**src/rtl/onehot_seq_decoder.sv**
```systemverilog
// onehot_seq_decoder: registered one-hot select generator.
//   DECODE mode: out = 1 << sel, one cycle after sel is sampled.
//   SCAN mode:   a walking one that advances on step and wraps at NUM_OUT-1,
//                pulsing wrap for the cycle the index returns to 0.
// Optional feature: define ONEHOT_SEQ_DECODER_ERR_EN to get a sticky err flag
// that records any out-of-range sel seen in DECODE; otherwise err is tied low.
module onehot_seq_decoder #(
    parameter int SEL_W   = 3,
    parameter int NUM_OUT = 8
) (
    input  logic               clk,
    input  logic               rst_n,
    input  logic               en,
    input  logic               mode,
    input  logic               step,
    input  logic [SEL_W-1:0]   sel,
    output logic [NUM_OUT-1:0] out,
    output logic               out_valid,
    output logic [SEL_W-1:0]   idx,
    output logic               wrap,
    output logic               err
);

    typedef enum logic [1:0] {
        IDLE = 2'd0,
        DEC  = 2'd1,
        SCAN = 2'd2
    } state_t;

    state_t state;

    localparam logic [SEL_W-1:0] LAST_IDX = SEL_W'(NUM_OUT - 1);

    // One-hot pattern for an index; indices past the last output give all zeros.
    function automatic logic [NUM_OUT-1:0] onehot(input logic [SEL_W-1:0] i);
        logic [NUM_OUT-1:0] r;
        r = '0;
        for (int k = 0; k < NUM_OUT; k++) begin
            r[k] = (int'(i) == k);
        end
        return r;
    endfunction

    // True when the index addresses an existing output.
    function automatic logic in_range(input logic [SEL_W-1:0] i);
        return (int'(i) < NUM_OUT);
    endfunction

    // State machine with all outputs registered; reset, then en, take priority.
    always_ff @(posedge clk) begin
        if (!rst_n) begin
            state     <= IDLE;
            out       <= '0;
            out_valid <= 1'b0;
            idx       <= '0;
            wrap      <= 1'b0;
`ifdef ONEHOT_SEQ_DECODER_ERR_EN
            err       <= 1'b0;
`endif
        end else if (!en) begin
            // err is deliberately left alone: only reset clears it.
            state     <= IDLE;
            out       <= '0;
            out_valid <= 1'b0;
            idx       <= '0;
            wrap      <= 1'b0;
        end else if (!mode) begin
            // Decode path: any scan position is dropped on entry.
            state <= DEC;
            wrap  <= 1'b0;
            if (in_range(sel)) begin
                out       <= onehot(sel);
                out_valid <= 1'b1;
                idx       <= sel;
            end else begin
                out       <= '0;
                out_valid <= 1'b0;
                idx       <= '0;
`ifdef ONEHOT_SEQ_DECODER_ERR_EN
                err       <= 1'b1;
`endif
            end
        end else if (state != SCAN) begin
            // Entering SCAN always restarts at index 0, step is ignored here.
            state     <= SCAN;
            out       <= onehot('0);
            out_valid <= 1'b1;
            idx       <= '0;
            wrap      <= 1'b0;
        end else if (step) begin
            out_valid <= 1'b1;
            if (idx == LAST_IDX) begin
                idx  <= '0;
                out  <= onehot('0);
                wrap <= 1'b1;
            end else begin
                idx  <= idx + SEL_W'(1);
                out  <= onehot(idx + SEL_W'(1));
                wrap <= 1'b0;
            end
        end else begin
            // Scan holds position while step is low.
            wrap <= 1'b0;
        end
    end

`ifndef ONEHOT_SEQ_DECODER_ERR_EN
    assign err = 1'b0;
`endif

endmodule

```
**config.mk**
```make
export PLATFORM = sky130hd
export DESIGN_NAME = onehot_seq_decoder
export DESIGN_NICKNAME = d
export VERILOG_FILES = /design/src/rtl/onehot_seq_decoder.sv
export SDC_FILE = /design/constraint.sdc
export NUM_CORES = 1
export LEC_CHECK = 0
export BUFFER_PORTS_ARGS = -buffer_cell sky130_fd_sc_hd__buf_2
export CAP_MARGIN = 20
export CORE_ASPECT_RATIO = 1.1
export CORE_MARGIN = 5
export CORE_UTILIZATION = 25
export DETAILED_ROUTE_END_ITERATION = 16
export SLEW_MARGIN = 20
export SYNTH_ARGS = -nofsm -noshare
export SYNTH_HDL_FRONTEND = slang
export SYNTH_SLANG_ARGS = --single-unit
export TNS_END_PERCENT = 20
```
**constraint.sdc**
```tcl
create_clock -name clk -period 4.6 [get_ports clk]
set_input_delay 0.23 -clock clk [delete_from_list [all_inputs] [get_ports clk]]
set_output_delay 0.23 -clock clk [all_outputs]
set_load 0.05 [all_outputs]
```
Word-level counts from Yosys, hierarchy flattened
Index checks and enable logic that the tools add are counted.

Add/subtract/negate cells: 1. Equality and inequality tests: 18. Mux-type cells: 14. Bitwise logic cells: 4. Reduce and logical (&&, ||, !) cells: 5.

Operators with widths (count): 2-to-1 mux 8 bit (4); equality test 3 bit, second input constant (9); equality test 3 x 2 -> 1 bit, second input constant (4); 2-to-1 mux 3 bit (4); equality test 3 x 1 -> 1 bit, second input constant (2); zero test 3 bit (2); 2-to-1 mux 1 bit (6); OR reduction 5 bit (1); inverter 1 bit (4); adder 3 x 1 -> 3 bit, second input constant (1); != test 3 x 1 -> 1 bit, second input constant (1); AND reduction 3 bit (1); != test 2 x 1 -> 1 bit, second input constant (1); != test 2 bit, second input constant (1); AND reduction 2 bit (1).

Output and inout port bits: 14. Logic and storage cells: 48. Bits in registers: 15.

Depth between registers and ports, before layout
Depth in word-level cells: 6. Mapped depth: 5.

Worst setup path before layout
OpenSTA, ideal clock, no wires.

Path kind: flip-flop to flip-flop. Start: reg idx[0]. End: reg out[5]. Clock period less this slack: 1835 ps. Data required time: 4521 ps. Library setup time: 79 ps. Data arrival time: 1756 ps. Buffers on the path: 0. Cell stages (with the launch flop): 6. Path slack: 2765 ps. Cell sequence: dfxtp_1 > ha_1 > ha_1 > and4bb_1 > a32oi_1 > a211oi_2.

Cells in the longest elaborated chain, start to end: 6.

Ends and longest elaborated chain: start: declaration (RTL line 19) `output logic [SEL_W-1:0] idx,`; start signal: assignment (RTL line 74) `idx <= sel;`; start signal: assignment (RTL line 97) `idx <= idx + SEL_W'(1);`; adder 3 x 1 -> 3 bit (RTL line 98) `out <= onehot(idx + SEL_W'(1));`; equality test 3 bit (RTL line 39) `r[k] = (int'(i) == k);`; 2-to-1 mux 8 bit (*) (RTL line 92) `if (idx == LAST_IDX) begin`; 2-to-1 mux 8 bit (*) (RTL line 90) `end else if (step) begin`; 2-to-1 mux 8 bit (*) (RTL line 83) `end else if (state != SCAN) begin`; 2-to-1 mux 8 bit (*) (RTL line 67) `end else if (!mode) begin`; end signal: assignment (RTL line 72) `out <= onehot(sel);`; end signal: assignment (RTL line 86) `out <= onehot('0);`; end signal: assignment (RTL line 94) `out <= onehot('0);`; end: declaration (RTL line 17) `output logic [NUM_OUT-1:0] out,`.

Every way passes the cells marked *; elsewhere a longest branch is shown, timed or not. The select of a mux whose other input is x is not followed. A chain may end at the register's enable or synchronous reset.

Final worst setup path
Start: reg idx[0]. End: reg out[7].

Cells in the longest elaborated chain, start to end: 6.

Ends and longest elaborated chain (RTL line): adder 3 x 1 -> 3 bit (98); equality test 3 x 1 -> 1 bit (39); 2-to-1 mux 8 bit (*) (92); 2-to-1 mux 8 bit (*) (90); 2-to-1 mux 8 bit (*) (83); 2-to-1 mux 8 bit (*) (67).

Marked as above.

==> results by group <==
Drt
  – Detailed Routing Iterations Pass 1: 4
  – Routed vias: 704
  – # DRC: 0
  – 1st-iter DRT viols: 44
  – Final ANT Viol Nets: 0
  – Via density per instance: a little under 5
  – Drt total wl: ~1900 um
  – DR WL/cell: 13.0 um

Critical path
  – Slowest CP cell: dfxtp_1
  – Critical path's top delay family: adder cells
  – Crit path DAT: around 1900 ps
  – CP most frequent cell: ha_1
  – Critical Setup Path Class: flip-flop to flip-flop
  – Reg2reg end: out[7]$_SDFFE_PP0P_
  – Setup crit start kind: flip-flop
  – Setup crit start: idx[0]$_SDFFE_PP0P_
  – Worst setup endpoint: out[7]$_SDFFE_PP0P_
  – Worst r2r src: idx[0]$_SDFFE_PP0P_
  – Reg2Reg Depth: 5
  – Worst reg2reg setup slack: about 2900 ps
  – Required @ worst endpoint: between 4000 and 5000 ps
  – CP peak stage delay: 370 ps
  – CP max FO: 6
  – CP Depth: 5
  – CP Capture Type: flip-flop
  – Worst-path cell chain: ha_1 -> ha_1 -> and4bb_1 -> a32oi_1 -> a211oi_2
  – Buf/Inv on CP: 0

STA
  – Fin. max-slew vios: 0
  – Final setup violation count: 0
  – Post-layout minimum cycle time: 1670 ps
  – F_max: 0.600 GHz
  – Setup WS post-layout: 2930 ps
  – Worst slew margin: 0.453
  – Setup tns final: 0 ps
  – Worst Skew: about 9.7 ps
  – RSZ-0062 raised after global routing: false
  – Period utilization: 0.363
  – Slew @ Worst Pin: 816 ps
  – Hold Fails Final Rpt: 0

Logic synthesis
  – Post-synth ARST share: 0
  – Ranking of synthesized cells by area: dfxtp_1 36%, a211oi_2 8.9%, ha_1 8.9%, nor2_1 6.2%, a32oi_1 6.2%
  – Seq/Total Area, Yosys: 0.355
  – Post-Syn Area per Cell: 9.61 um^2
  – Main synth FF type: dfxtp_1
  – Post-Syn Nets: 102
  – Area share of the largest cell type after synthesis: 0.355
  – Top cells by count, synth: 15 x dfxtp_1, 14 x nor2_1, 7 x inv_1
  – Seq cells post-synth: 15
  – Post-synth cell types: 31
  – Synth Instances: between 80 and 90
  – Number of flops mapped to enable cells by yosys: 0
  – Most frequent cell after synthesis: dfxtp_1
  – Cell Area, Synth: around 850 um^2
  – Warnings, synthesis: 0
  – Top cell type by total area after synthesis: dfxtp_1

GRT
  – First-pass GRT wire length: between 3000 and 4000 um
  – Gr ovfl total: 0
  – Vias in the first global route: ~720
  – Pin count of the biggest net entering global routing: 18
  – GRT Util Overall: 0.0824
  – Initial antenna violation count: 0

CTS
  – H-tree depth: 1
  – Cts bufs inserted: 3
  – Clock buffer depth: 2
  – Post CTS Setup Buffer Count: 0
  – Worst-skew pair later-pin latency: 290 ps
  – CTS tree: yes
  – Clock Pin Slew Worst Setup and Hold Paths: approximately 100 ps
  – Clock root buffer: clkbuf_4
  – Post-cts hold buffer count: 0
  – Cts repair resizes: 0
  – # clock sinks: 15

Power and ir drop
  – Clock power frac: 0.310
  – Combinational power share: 0.156
  – Switching share of power: 0.299
  – Static leakage: 0.000442 uW
  – VDD IR max: 0.0000601 V
  – Sw power: around 76 uW
  – Internal power: 179 uW
  – Sequential share of power: 0.534
  – Power density cells: 264 mW/mm^2

Die
  – Initial Util: 0.256
  – Core region area: around 0.0033 mm^2
  – Top-Level Pins: 22
  – Die area: 0.00465 mm^2
  – Die Wd: 65.5 um
  – Die Y: 71.0 um
  – Rows: 22

Finish
  – Area of the multi-input gates: 469 um^2
  – Ant diodes: 0
  – Nets: 122
  – Reg area: between 300 and 400 um^2
  – Share of layout cells above drive strength 1: 0.327
  – Layout area overhead: 14.3%
  – Filler Cells Inserted: between 300 and 400

Worst hold path
  – Hold crit path type: input pin to flip-flop

Place
  – Pre-CTS setup slack: roughly 2900 ps
  – DP HPWL: 1420 um
  – Gpl congestion: 0.784
  – Number of I/O port buffers: 20

Run
  – Max-Cap Viols: 0

Outcome
  – Status: complete, no violations
==> routing by layer <==
metal	vias up	part of all wire	global-route usage
li1	351	-	-
met1	324	0.41	0.0922
met2	27	0.52	0.138
met3	2	0.062	0.0159
met4	0	0.0054	0.0576
met5	-	0	0
==> how the worst min path moves through the flow <==
stage                                 startpoint                     end  depth (start not counted)  slack [ps]
after CTS                                     en   state[1]$_SDFFE_PN0N_                          2         200
after global routing                          en   state[1]$_SDFFE_PN0N_                          2         210
after detailed placement  out_valid$_SDFFE_PP0P_  out_valid$_SDFFE_PP0P_                          2         480
after global placement    out_valid$_SDFFE_PP0P_  out_valid$_SDFFE_PP0P_                          2         450
after floorplan                               en   state[1]$_SDFFE_PN0N_                          1         380
final                                         en   state[1]$_SDFFE_PN0N_                          2         200
==> area by class of cell <==
cell class                 count  share of cell area
clock buffer                   4              0.0272
sequential                    15               0.310
tap                           36              0.0466
timing repair buffer          20               0.103
inverter                       7              0.0272
multi-input combinational     61               0.485
==> cell usage in the layout, fill, tap and decap left out, types with 2 or more instances in the layout <==
master     synthesis  layout
nor2_1            14      14
dfxtp_1           15      15
clkbuf_4           0       3
o21ai_2            2       2
a211oi_2           6       6
nor2b_1            3       3
a211oi_1           2       2
nand2_1            3       3
nand4bb_1          2       2
a32oi_1            6       6
ha_1               6       6
buf_2              1      20
a21oi_1            2       2
inv_1              7       7
==> registers in the layout, summed over array words and instances, names as in the netlist <==
signal     count
idx            3
out            8
out_valid      1
state          2
wrap           1
==> power by group through the flow <==
stage / registers [uW] / clock network, uW / logic [uW]
finish: 136 / 79.1 / 39.7
global route: 137 / 84.7 / 42.8
CTS: 136 / 79.7 / 39.9
detailed placement: 139 / 0 / 39.7
global placement: 139 / 0 / 39.5
floorplan: 148 / 0 / 21.1
==> kinds of logic (layout without fill, tap and decap cells) <==
logic type               Yosys count  count (layout)  synth area share
AND/OR/NAND/NOR                   34              34             0.241
flip-flops                        15              15             0.355
AO/OA/AOI/OAI                     20              20             0.220
other                              1               1           0.00443
adder cells (fa/ha/maj)            6               6            0.0888
buffers and inverters             12              31            0.0902
==> metrics by stage <==
step	area, um^2	utilization	hold WS, ps	instances	power [uW]
4_1_cts	967	0.293	199	143	256
3_3_place_gp	941	0.285	454	139	178
6_report	967	0.293	196	143	255
3_5_place_dp	941	0.285	476	139	179
2_1_floorplan	846	-	383	88	169
5_1_grt	967	0.293	213	143	264
==> worst register-to-register path, delay by kind of cell (launching register included) <==
kind / cells / cell delay [ps]
simple gates: 1 / 340
fa+ha+maj: 2 / 550
compound gates: 2 / 310
flops: 1 / 370
No activity file was read; power rests on OpenSTA's default activity.
